### src/rtl/cache_pkg.sv
// Shared types and constants for the cache-fill path between the
// I/D caches and the single-ported main memory.
package cache_pkg;

   localparam int ADDR_W = 16;
   localparam int IDX_W  = 3;
   localparam int CNT_W  = 4;

   localparam logic [CNT_W-1:0]  WORDS      = 4'd8;
   localparam logic [ADDR_W-1:0] BLOCK_MASK = 16'hFFF0;

   typedef enum logic [1:0] {
      IDLE,
      WRITE,
      FILL,
      DONE
   } state_t;

endpackage

### src/rtl/fill_counter.sv
// Issue/return word counters for one block fill.
// Both saturate at WORDS and are cleared on a new grant.
module fill_counter
   import cache_pkg::*;
(
   input  logic             clk,
   input  logic             rst,
   input  logic             clr,
   input  logic             iss_inc,
   input  logic             ret_inc,
   output logic             issuing,
   output logic [IDX_W-1:0] iss_word,
   output logic [IDX_W-1:0] ret_word,
   output logic             ret_last
);

   logic [CNT_W-1:0] iss;
   logic [CNT_W-1:0] ret;

   always_ff @(posedge clk) begin
      if (rst || clr) begin
         iss <= '0;
         ret <= '0;
      end else begin
         if (iss_inc && issuing)
            iss <= iss + CNT_W'(1);
         if (ret_inc && (ret != WORDS))
            ret <= ret + CNT_W'(1);
      end
   end

   assign issuing  = (iss < WORDS);
   assign iss_word = iss[IDX_W-1:0];
   assign ret_word = ret[IDX_W-1:0];
   assign ret_last = (ret == (WORDS - CNT_W'(1)));

endmodule

### src/rtl/mem_fill_arbiter.sv
// Main-memory owner: arbitrates I-miss, D-miss and D write-through,
// runs 8-word pipelined block fills and steers returns to the owner.
module mem_fill_arbiter
   import cache_pkg::*;
(
   input  logic              clk,
   input  logic              rst,
   input  logic              ic_miss,
   input  logic [ADDR_W-1:0] ic_miss_addr,
   input  logic              dc_miss,
   input  logic [ADDR_W-1:0] dc_miss_addr,
   input  logic              dc_wr_req,
   input  logic [ADDR_W-1:0] dc_wr_addr,
   input  logic [15:0]       dc_wr_data,
   output logic              mem_en,
   output logic              mem_wr,
   output logic [ADDR_W-1:0] mem_addr,
   output logic [15:0]       mem_wdata,
   input  logic              mem_data_valid,
   input  logic [15:0]       mem_rdata,
   output logic [15:0]       fill_data,
   output logic              ic_fill_we,
   output logic [IDX_W-1:0]  ic_fill_word,
   output logic              ic_fill_done,
   output logic              dc_fill_we,
   output logic [IDX_W-1:0]  dc_fill_word,
   output logic              dc_fill_done,
   output logic              dc_wr_done,
   output logic              busy
);

   state_t            state;
   state_t            state_n;
   logic              own_d;
   logic [ADDR_W-1:0] base;

   logic              grant_fill;
   logic              grant_d;
   logic [ADDR_W-1:0] grant_addr;

   logic              iss_inc;
   logic              ret_inc;
   logic              issuing;
   logic [IDX_W-1:0]  iss_word;
   logic [IDX_W-1:0]  ret_word;
   logic              ret_last;

   fill_counter u_cnt (
      .clk      (clk),
      .rst      (rst),
      .clr      (grant_fill),
      .iss_inc  (iss_inc),
      .ret_inc  (ret_inc),
      .issuing  (issuing),
      .iss_word (iss_word),
      .ret_word (ret_word),
      .ret_last (ret_last)
   );

   always_ff @(posedge clk) begin
      if (rst) begin
         state <= IDLE;
         own_d <= 1'b0;
         base  <= '0;
      end else begin
         state <= state_n;
         if (grant_fill) begin
            own_d <= grant_d;
            base  <= grant_addr & BLOCK_MASK;
         end
      end
   end

   always_comb begin
      state_n      = state;
      grant_fill   = 1'b0;
      grant_d      = 1'b0;
      grant_addr   = ic_miss_addr;
      iss_inc      = 1'b0;
      ret_inc      = 1'b0;
      mem_en       = 1'b0;
      mem_wr       = 1'b0;
      mem_addr     = '0;
      mem_wdata    = '0;
      fill_data    = '0;
      ic_fill_we   = 1'b0;
      ic_fill_word = '0;
      ic_fill_done = 1'b0;
      dc_fill_we   = 1'b0;
      dc_fill_word = '0;
      dc_fill_done = 1'b0;
      dc_wr_done   = 1'b0;
      unique case (state)
         IDLE: begin
            // D-miss beats the store so a write-allocate fill lands first
            if (dc_miss) begin
               state_n    = FILL;
               grant_fill = 1'b1;
               grant_d    = 1'b1;
               grant_addr = dc_miss_addr;
            end else if (dc_wr_req) begin
               state_n = WRITE;
            end else if (ic_miss) begin
               state_n    = FILL;
               grant_fill = 1'b1;
            end
         end
         WRITE: begin
            mem_en     = 1'b1;
            mem_wr     = 1'b1;
            mem_addr   = dc_wr_addr;
            mem_wdata  = dc_wr_data;
            dc_wr_done = 1'b1;
            state_n    = IDLE;
         end
         FILL: begin
            fill_data = mem_rdata;
            if (issuing) begin
               mem_en   = 1'b1;
               iss_inc  = 1'b1;
               mem_addr = base + {{(ADDR_W-IDX_W-1){1'b0}}, iss_word, 1'b0};
            end
            if (mem_data_valid) begin
               ret_inc = 1'b1;
               if (own_d) begin
                  dc_fill_we   = 1'b1;
                  dc_fill_word = ret_word;
               end else begin
                  ic_fill_we   = 1'b1;
                  ic_fill_word = ret_word;
               end
               if (ret_last)
                  state_n = DONE;
            end
         end
         DONE: begin
            dc_fill_done = own_d;
            ic_fill_done = ~own_d;
            state_n      = IDLE;
         end
      endcase
   end

   assign busy = (state != IDLE);

endmodule

### config.mk
export PLATFORM = sky130hd
export DESIGN_NAME = mem_fill_arbiter
export DESIGN_NICKNAME = d
export VERILOG_FILES = /design/src/rtl/cache_pkg.sv /design/src/rtl/fill_counter.sv /design/src/rtl/mem_fill_arbiter.sv
export SDC_FILE = /design/constraint.sdc
export NUM_CORES = 1
export LEC_CHECK = 0
export BUFFER_PORTS_ARGS = -buffer_cell sky130_fd_sc_hd__buf_4
export CORE_UTILIZATION = 38
export CTS_BUF_LIST = sky130_fd_sc_hd__clkbuf_16
export CTS_CLUSTER_SIZE = 28
export DETAILED_ROUTE_END_ITERATION = 7
export PLACE_DENSITY = 0.8
export SLEW_MARGIN = 0
export SYNTH_ARGS = -nofsm -noshare
export SYNTH_HDL_FRONTEND = slang
export SYNTH_SLANG_ARGS = --single-unit
### constraint.sdc
create_clock -name clk -period 2 [get_ports clk]
set_input_delay 0.4 -clock clk [delete_from_list [all_inputs] [get_ports clk]]
set_output_delay 0.4 -clock clk [all_outputs]
set_load 0.01 [all_outputs]
==> impl_metrics.csv, run 1 <==
group,metric,value,unit
synthesis,synth_fa_ha_area_share,5.10,%
setup_path,cpPeakStageDelay,0.38,ns
drt,detail_route.iter0.violations,81,
clock_network,root_buffer,"clkbuf_16",
sta,hold_viol_final,0,
clock_network,cts_tree,"done",
grt,antenna_found_initial,0,
sta,skew,0.00206,ns
setup_path,critPathBufInv,3,
synthesis,synth_edf_count,0,
setup_path,worst_setup_path_start_kind,"register",
synthesis,async_flop_share,0,%
floorplan,num_rows,24,
synthesis,synth_top_family_by_area,"simple AND/OR/NAND/NOR gates",
floorplan,io-pin-count,148,
sta,setup-tns-final,0,ns
synthesis,synth_cells,214,
synthesis,synth_xor_area_share,2.04,%
floorplan,dieHeight,69.2,um
power,p_leak,1.42,nW
hold_path,hold_start,"ic_miss_addr[4]",
sta,max_freq,516,MHz
setup_path,r2r_cells,7,
run,drv_cap,0,
layout,final_nets,443,
floorplan,core-area,0.00435,mm^2
setup_path,worstPathArrival,1.54,ns
synthesis,avgSynthCellArea,8.03,um^2
placement,io_buffers,139,
grt,grt_max_degree,25,
synthesis,yosys.area_share.simple,36.3,%
drt,totalWireLength,5310,um
synthesis,synth_area_leaders,"dfxtp_1 (27%), and2_1 (14%), a311oi_2 (7.9%), a22oi_1 (6.6%), nor2b_1 (5.8%)",
setup_path,cp.required,1.60,ns
hold_path,hold_class,"in2reg",
synthesis,yosys_warnings,0,
synthesis,yosys_most_used_dff,"dfxtp_1",
synthesis,seq_area_frac_synth,26.8,%
setup_path,reg2reg_from,"state[1]",
layout,final_cell_mix,"buf_4 (143), and2_1 (39), nor2_1 (23), dfxtp_1 (21), nand2_1 (16)",
synthesis,yosysTopAreaCellShare,26.8,%
drt,wl_per_cell,13.2,um
sta,drv_slew,0,
sta,slew_headroom,70.8,%
synthesis,netlist_area,0.00172,mm^2
synthesis,synth_mux_area_share,1.75,%
grt,grt_use_total,21.1,%
hold_path,holdPathEnd,"base[4]",
sta,worst_pin_slew,0.437,ns
clock_network,clockBufferDepth,2,
drt,drtAntennaViolNets,0,
sta,finalSetupViolCount,0,
floorplan,fp.dieW,69.2,um
clock_network,cts_inserted_buffers,3,
clock_network,cts.clk_slew.worst_paths,0.06,ns
clock_network,cts_htree_levels,1,
setup_path,reg2reg_to,"base[5]",
placement,routabilityCongestion,0.804,
clock_network,clock_latency,0.25,ns
setup_path,crit_type,"reg2out",
setup_path,rrSetupSlack,0.46,ns
power,power.total,3.10,mW
drt,drt_pass1_iterations,4,
run_status,status,"completed",
sta,finalCritPeriodShare,96.9,%
drt,vias,1989,
layout,areaGrowthSynthToFinish,76.3,%
setup_path,path_cells,"inv_4 -> ha_4 -> and2b_4 -> clkbuf_16 -> a22oi_2 -> nor2b_1 -> buf_4",
floorplan,start_util,39.5,%
grt,grt_pass1_wl,8420,um
synthesis,yosys.area.top_type,"dfxtp_1",
grt,gr-total-overflow,0,
layout,diodes,0,
floorplan,die_area,0.00479,mm^2
power,p_per_area,1020,mW/mm^2
drt,viasPerCell,4.96,
layout,drive_gt1_share,52.7,%
hold_path,hold_depth,3,
setup_path,end_kind,"primary output",
setup_path,crit_family,"flip-flops",
grt,grt_pass1_vias,1881,
setup_path,critPathSlowestCell,"dfxtp_4",
synthesis,yosysUniqueCellTypes,35,
sta,finalCriticalPeriod,1.94,ns
setup_path,crit_fanout,6,
synthesis,synth-compound-area-share,20.7,%
layout,final_common_cell,"buf_4",
synthesis,ys_seq_elements,23,
drt,drc,0,
synthesis,syn-num-nets,307,
power,ir_worst_vdd,0.665,mV
clock_network,clkSinkCount,23,
placement,place_hpwl,4100,um
[Yosys cell counts, types with 2 or more instances]
| library cell | number |
|---|---|
| nor2_1 | 24 |
| a22oi_1 | 15 |
| buf_4 | 3 |
| buf_6 | 3 |
| buf_2 | 4 |
| nor2b_1 | 16 |
| inv_1 | 4 |
| clkbuf_1 | 7 |
| dfxtp_1 | 23 |
| a311oi_1 | 4 |
| ha_1 | 7 |
| mux2i_1 | 3 |
| xnor2_1 | 2 |
| inv_2 | 2 |
| nand2_1 | 16 |
| a311oi_2 | 9 |
| nor3_1 | 3 |
| a31oi_1 | 2 |
| and2_1 | 39 |
| nand3_1 | 12 |
| xor2_1 | 2 |
[power by group]
group          leakage (nW)  switching (mW)  internal, mW  total, mW
clock                0.0409           0.157         0.268      0.425
sequential            0.190           0.124         0.592      0.716
combinational          1.19           0.933          1.03       1.96
total                  1.42            1.21          1.89       3.10
[worst max path at each step]
stage | to | from | cells after the start | slack [ns]
2_1_floorplan | ic_fill_word[2] | state[0] | 6 | 0.26
3_3_place_gp | mem_addr[5] | state[0] | 4 | 0.17
3_5_place_dp | mem_addr[5] | state[0] | 4 | 0.17
4_1_cts | mem_addr[5] | state[1] | 4 | -0.02
5_1_grt | ic_fill_word[2] | state[0] | 7 | -0.03
6_report | mem_addr[14] | state[0] | 7 | 0.06
[stage by stage]
step | hold WS, ns | cells | instance area (um^2) | util [%] | setup slack (ns)
CTS | 0.419 | 400 | 2900 | 66.7 | -0.0221
global placement | 0.472 | 394 | 2790 | 64.2 | 0.174
global route | 0.433 | 401 | 3030 | 69.5 | -0.0298
detailed placement | 0.469 | 394 | 2790 | 64.2 | 0.167
finish | 0.417 | 401 | 3030 | 69.5 | 0.0623
floorplan | 0.433 | 214 | 1720 | - | 0.265
[layout make-up]
class / count / area, um^2
Multi-Input combinational cell: 168 / 1230
Tap cell: 52 / 65.1
Fill cell: 350 / 1330
Timing Repair Buffer: 148 / 1160
Clock inverter: 1 / 5.00
Sequential cell: 23 / 465
Clock buffer: 3 / 75.1
Inverter: 6 / 25.0
[worst min-delay path: cells and delay by family]
family          cells  cell delay, ns
buf+inv             1            0.11
compound gates      1            0.07
simple gates        1            0.04
[routing by layer]
layer	vias up	GRT usage, %	routed length, um
li1	1008	-	-
met1	897	24.5	2160
met2	80	38.7	2760
met3	4	4.51	333
met4	0	5.44	55
met5	-	0	0
[state kept, by name (all words and copies together), names as in the netlist]
name       cells
base          12
own_d          1
state          2
u_cnt.iss      4
u_cnt.ret      4
[kinds of logic after synthesis]
family                     Yosys count
AOI/OAI and AO/OA                   37
xor gates and xnor gates             4
adders and majority gates            7
buffers and inverters               23
DFF                                 23
muxes                                3
and+or+nand+nor                    117
[what timing repair did]
action | CTS | global route
setup endpoints to repair | 18 | 19
resized for setup | 5 | 23
pin swaps | 0 | 0
setup buffers | 2 | 0
hold buffers | 0 | 0
gates cloned | 0 | 1
Note: power is estimated with default switching activity, not from simulation.
==> run 2: changes to the inputs <==
==> constraint.sdc (replaced) <==
create_clock -name clk -period 2.5 [get_ports clk]
set_input_delay 0.5 -clock clk [delete_from_list [all_inputs] [get_ports clk]]
set_output_delay 0.5 -clock clk [all_outputs]
set_load 0.01 [all_outputs]
==> run 2 against run 1 <==
  * Hold slack gained 0.069 ns
  * Combinational power is 33% lower
  * Sequential share of layout area rose by 0.87 points
  * Core utilization decreased by 4.4 points
  * Flip-flop and latch count stayed put
  * Register-to-register slack better by 0.24 ns
  * Total power decreased by 29%
  * Die area unchanged
  * Cell area decreased by 6.4%
  * Clock-buffer cell count stayed put
==> impl_metrics.csv, run 2 (synthesized netlist as in run 1, its figures left out) <==
group,metric,value,unit
run_status,status,"completed",
drt,vias,1937,
layout,final_common_cell,"buf_4",
clock_network,cts.clk_slew.worst_paths,0.06,ns
clock_network,cts_htree_levels,1,
placement,routabilityCongestion,0.798,
grt,grt_use_total,20.3,%
clock_network,cts_inserted_buffers,3,
sta,hold_viol_final,0,
hold_path,hold_start,"u_cnt.iss[3]",
clock_network,cts_setup_buffers,0,
floorplan,core-area,0.00435,mm^2
drt,drt_pass1_iterations,4,
setup_path,cp.required,2.00,ns
floorplan,fp.dieW,69.2,um
hold_path,holdPathEnd,"u_cnt.iss[3]",
hold_path,hold_depth,2,
hold_path,hold_class,"reg2reg",
setup_path,end_kind,"primary output",
floorplan,die_area,0.00479,mm^2
drt,drc,0,
layout,n_fill_cell,386,
layout,regArea,460,um^2
power,power.total,2.21,mW
clock_network,clkSinkCount,23,
placement,dp_cells,392,
sta,finalCriticalPeriod,2.17,ns
layout,areaGrowthSynthToFinish,65.0,%
sta,worst_pin_slew,0.398,ns
layout,top_regs,"base (12), u_cnt.iss (4), u_cnt.ret (4)",
sta,max_freq,461,MHz
sta,finalSetupViolCount,0,
clock_network,clock_latency,0.25,ns
layout,regMostFlops,"base",
placement,place_hpwl,4070,um
power,p_leak,1.37,nW
clock_network,cts_tree,"done",
layout,finalNonFillerCells,396,
clock_network,ctsHoldBuffers,0,
floorplan,start_util,39.5,%
sta,slew_headroom,73.4,%
layout,final_nets,438,
drt,totalWireLength,5010,um
floorplan,num_rows,24,
grt,grt_max_degree,33,
drt,detail_route.iter0.violations,94,
setup_path,rrSetupSlack,0.70,ns
grt,grt_pass1_vias,1825,
setup_path,reg2reg_to,"base[14]",
sta,drv_slew,0,
setup_path,worstPathArrival,1.67,ns
setup_path,crit_type,"reg2out",
grt,grt_pass1_wl,8110,um
layout,largest_reg_flops,12,
layout,final_cell_mix,"buf_4 (143), and2_1 (39), nor2_1 (24), dfxtp_1 (23)",
floorplan,dieHeight,69.2,um
setup_path,r2r_cells,6,
floorplan,io-pin-count,148,
sta,grt_setup_unrepaired,"false",
drt,drtAntennaViolNets,0,
layout,drive_gt1_share,46.8,%
power,ir_worst_vdd,0.457,mV
drt,wl_per_cell,12.6,um
layout,multiInputGateArea,0.00113,mm^2
sta,finalCritPeriodShare,86.7,%
power,p_per_area,780,mW/mm^2
sta,setup-tns-final,0,ns
run,drv_cap,0,
placement,io_buffers,139,
layout,diodes,0,
setup_path,crit_fanout,19,
drt,viasPerCell,4.89,
setup_path,reg2reg_from,"state[0]",
setup_path,worst_setup_path_start_kind,"register",
clock_network,clockBufferDepth,2,
clock_network,root_buffer,"clkbuf_16",
grt,antenna_found_initial,0,
grt,gr-total-overflow,0,
setup_path,startpoint,"state[0]",
sta,skew,0.00151,ns
## run 2: cell types whose count changed in the layout (fill, tap and decap cells not counted), moves of 2 or more
cell,change
dfxtp_1,+2
ha_1,+3
buf_12,-2
a22oi_1,+10
ha_4,-3
a22oi_2,-10
## run 2: stage by stage
stage | utilization [%] | setup slack, ns | area [um^2] | hold slack (ns)
after global routing | 65.1 | 0.183 | 2840 | 0.532
after floorplan | - | 0.665 | 1720 | 0.433
final | 65.1 | 0.333 | 2840 | 0.486
after detailed placement | 63.2 | 0.411 | 2750 | 0.466
after global placement | 63.2 | 0.447 | 2750 | 0.466
after CTS | 65.1 | 0.125 | 2830 | 0.484
## run 2: timing repair
item | in CTS | in global routing
setup endpoints to repair | 0 | 8
hold endpoints to repair | 0 | 0
resized for setup | 0 | 1
## run 2: how the worst max path moves through the flow
stage | to | slack, ns | cells after the start
6_report | mem_addr[7] | 0.33 | 6
5_1_grt | mem_addr[11] | 0.18 | 6
4_1_cts | mem_addr[7] | 0.12 | 6
3_5_place_dp | mem_addr[7] | 0.41 | 6
3_3_place_gp | mem_addr[5] | 0.45 | 6
2_1_floorplan | ic_fill_word[2] | 0.66 | 6
## run 2: routing by layer
layer  vias up  track usage, %  share of wire, %
li1        999               -                 -
met5         -               0                 0
met4         0            4.76              0.76
met1       856            22.7                42
met2        80            38.2                50
met3         2            4.80               7.2
## run 2: power by group
group          switching (mW)  leakage (nW)  internal [mW]
registers              0.0796         0.189          0.468
logic                   0.669          1.14          0.652
clock network           0.129        0.0409          0.215
total                   0.877          1.37           1.34
## run 2: final cells by class
class	count	share of cell area, %
timing repair buffer	143	37.9
sequential	23	16.2
inverter	6	0.794
clock buffer	3	2.65
multi-input combinational	168	40.0
clock inverter	1	0.177
tap	52	2.29
## run 2: worst max-delay path, stage by stage, from the launching register on
cell,delay (ns)
dfxtp_1,0.38
inv_1,0.08
ha_1,0.21
and2b_2,0.33
a22oi_1,0.20
nor2b_1,0.07
buf_4,0.14
==> run 3: changes to the inputs <==
--- a/config.mk
+++ b/config.mk
@@ -6,12 +6,12 @@
 export NUM_CORES = 1
 export LEC_CHECK = 0
 export BUFFER_PORTS_ARGS = -buffer_cell sky130_fd_sc_hd__buf_4
+export CORE_ASPECT_RATIO = 0.9
 export CORE_UTILIZATION = 38
 export CTS_BUF_LIST = sky130_fd_sc_hd__clkbuf_16
 export CTS_CLUSTER_SIZE = 28
 export DETAILED_ROUTE_END_ITERATION = 7
 export PLACE_DENSITY = 0.8
-export SLEW_MARGIN = 0
 export SYNTH_ARGS = -nofsm -noshare
 export SYNTH_HDL_FRONTEND = slang
 export SYNTH_SLANG_ARGS = --single-unit
==> constraint.sdc (replaced) <==
create_clock -name clk -period 2.5 [get_ports clk]
set_input_delay 0.5 -clock clk [delete_from_list [all_inputs] [get_ports clk]]
set_output_delay 0.5 -clock clk [all_outputs]
set_load 0.1 [all_outputs]
==> run 3 against run 2 <==
  * Clock-buffer cell count stayed put
  * Core utilization is 5.8 points higher
  * Fmax is 8.0% lower
  * Routed wire length is 5.1% higher
  * Clock power is 1% higher
  * Critical path type unchanged
==> impl_metrics.csv, run 3 (synthesized netlist as in run 1, its figures left out) <==
group,metric,value,unit
hold_path,hold_depth,2,
drt,drc,0,
sta,finalSetupViolCount,0,
sta,drv_slew,0,
layout,final_nets,439,
layout,largest_reg_flops,12,
grt,grt_pass1_vias,1761,
power,p_leak,1.42,nW
clock_network,cts_setup_buffers,0,
placement,place_hpwl,4260,um
clock_network,clockBufferDepth,2,
power,switchingPower,2.21,mW
power,sequentialPowerShare,15.3,%
layout,multiInputGateArea,0.00127,mm^2
setup_path,cp.required,2.00,ns
layout,diodes,0,
setup_path,reg2reg_to,"base[5]",
setup_path,crit_type,"reg2out",
layout,n_fill_cell,375,
placement,io_buffers,139,
layout,areaGrowthSynthToFinish,73.9,%
layout,top_regs,"base (12), u_cnt.iss (4), u_cnt.ret (4)",
layout,regArea,460,um^2
power,p_per_area,1230,mW/mm^2
setup_path,end_kind,"primary output",
hold_path,holdPathEnd,"u_cnt.iss[3]",
layout,drive_gt1_share,56.2,%
setup_path,reg2reg_from,"state[1]",
layout,final_cell_mix,"buf_4 (144), and2_1 (27), nor2_1 (23), dfxtp_1 (23), nand2_1 (16)",
sta,max_freq,425,MHz
run_status,status,"completed",
clock_network,ctsHoldBuffers,0,
sta,worst_pin_slew,0.483,ns
grt,grt_max_degree,26,
drt,viasPerCell,4.84,
setup_path,r2r_cells,8,
power,pwr-share-clk,9.5,%
setup_path,worstPathArrival,1.85,ns
clock_network,cts_tree,"done",
floorplan,core-area,0.00421,mm^2
floorplan,num_rows,22,
clock_network,clkSinkCount,23,
power,p_sw_share,60.4,%
sta,finalCriticalPeriod,2.35,ns
grt,grt_pass1_wl,8360,um
layout,regMostFlops,"base",
floorplan,fp.dieW,72.9,um
drt,vias,1961,
floorplan,dieHeight,65.8,um
sta,grt_setup_unrepaired,"false",
drt,totalWireLength,5260,um
power,p_int,1.45,mW
clock_network,cts_htree_levels,1,
sta,setup-tns-final,0,ns
clock_network,ctsResizeCount,1,
sta,finalCritPeriodShare,94.2,%
floorplan,io-pin-count,148,
grt,antenna_found_initial,0,
drt,drtAntennaViolNets,0,
layout,finalNonFillerCells,405,
drt,wl_per_cell,13.0,um
clock_network,clock_latency,0.26,ns
hold_path,hold_start,"u_cnt.iss[3]",
setup_path,rrSetupSlack,0.64,ns
power,combPwrFrac,75.2,%
sta,hold_viol_final,0,
clock_network,cts.clk_slew.worst_paths,0.06,ns
placement,routabilityCongestion,0.738,
floorplan,start_util,40.8,%
sta,slew_headroom,67.8,%
run,drv_cap,0,
layout,final_common_cell,"buf_4",
placement,dp_cells,401,
power,ir_worst_vdd,0.717,mV
clock_network,root_buffer,"clkbuf_16",
setup_path,crit_fanout,19,
clock_network,cts_inserted_buffers,3,
grt,gr-total-overflow,0,
sta,skew,0.00220,ns
hold_path,hold_class,"reg2reg",
setup_path,worst_setup_path_start_kind,"register",
grt,grt_use_total,22.1,%
drt,drt_pass1_iterations,4,
drt,detail_route.iter0.violations,115,
floorplan,die_area,0.00479,mm^2
run 3: worst max-delay path, stage by stage (launching register included):
cell,delay (ns)
dfxtp_1,0.39
inv_1,0.08
ha_1,0.21
and2b_2,0.33
a22oi_1,0.29
nor2b_4,0.06
buf_4,0.23
run 3: final cells by class:
class	count	area share (%)
sequential	23	15.4
clock inverter	1	0.168
multi-input combinational	168	42.4
tap	60	2.51
timing repair buffer	144	36.2
clock buffer	3	2.51
inverter	6	0.754
run 3: layer usage:
metal | GRT usage [%] | up-vias | part of all wire, %
li1 | - | 998 | -
met1 | 27.5 | 876 | 43
met2 | 39.1 | 81 | 49
met3 | 3.81 | 6 | 6.8
met4 | 5.64 | 0 | 1.2
met5 | 0 | - | 0
run 3: worst max path at each step:
stage | from | end | slack, ns | cells after the start
2_1_floorplan | state[0] | ic_fill_word[0] | -0.19 | 5
3_3_place_gp | state[0] | mem_addr[1] | 0.23 | 6
3_5_place_dp | state[0] | mem_addr[1] | 0.20 | 6
4_1_cts | state[1] | mem_addr[5] | 0.11 | 4
5_1_grt | state[0] | mem_addr[13] | 0.02 | 6
6_report | state[0] | mem_addr[13] | 0.15 | 6
run 3: stage by stage:
| step | instance area (um^2) | worst slack (ns) | utilization (%) | hold slack (ns) | power [mW] |
|---|---|---|---|---|---|
| 3_3_place_gp | 2910 | 0.232 | 69.0 | 0.448 | 3.31 |
| 5_1_grt | 2990 | 0.0247 | 70.9 | 0.498 | 3.83 |
| 6_report | 2990 | 0.145 | 70.9 | 0.484 | 3.67 |
| 3_5_place_dp | 2910 | 0.198 | 69.0 | 0.456 | 3.34 |
| 2_1_floorplan | 1850 | -0.192 | - | 0.433 | 2.83 |
| 4_1_cts | 2990 | 0.108 | 70.9 | 0.475 | 3.69 |
run 3: power by group through the flow:
stage,clock [mW],sequential [mW],combinational [mW]
after CTS,0.351,0.563,2.77
after floorplan,0,0.531,2.30
after global routing,0.370,0.577,2.88
final,0.348,0.562,2.76
after global placement,0,0.567,2.74
after detailed placement,0,0.572,2.76
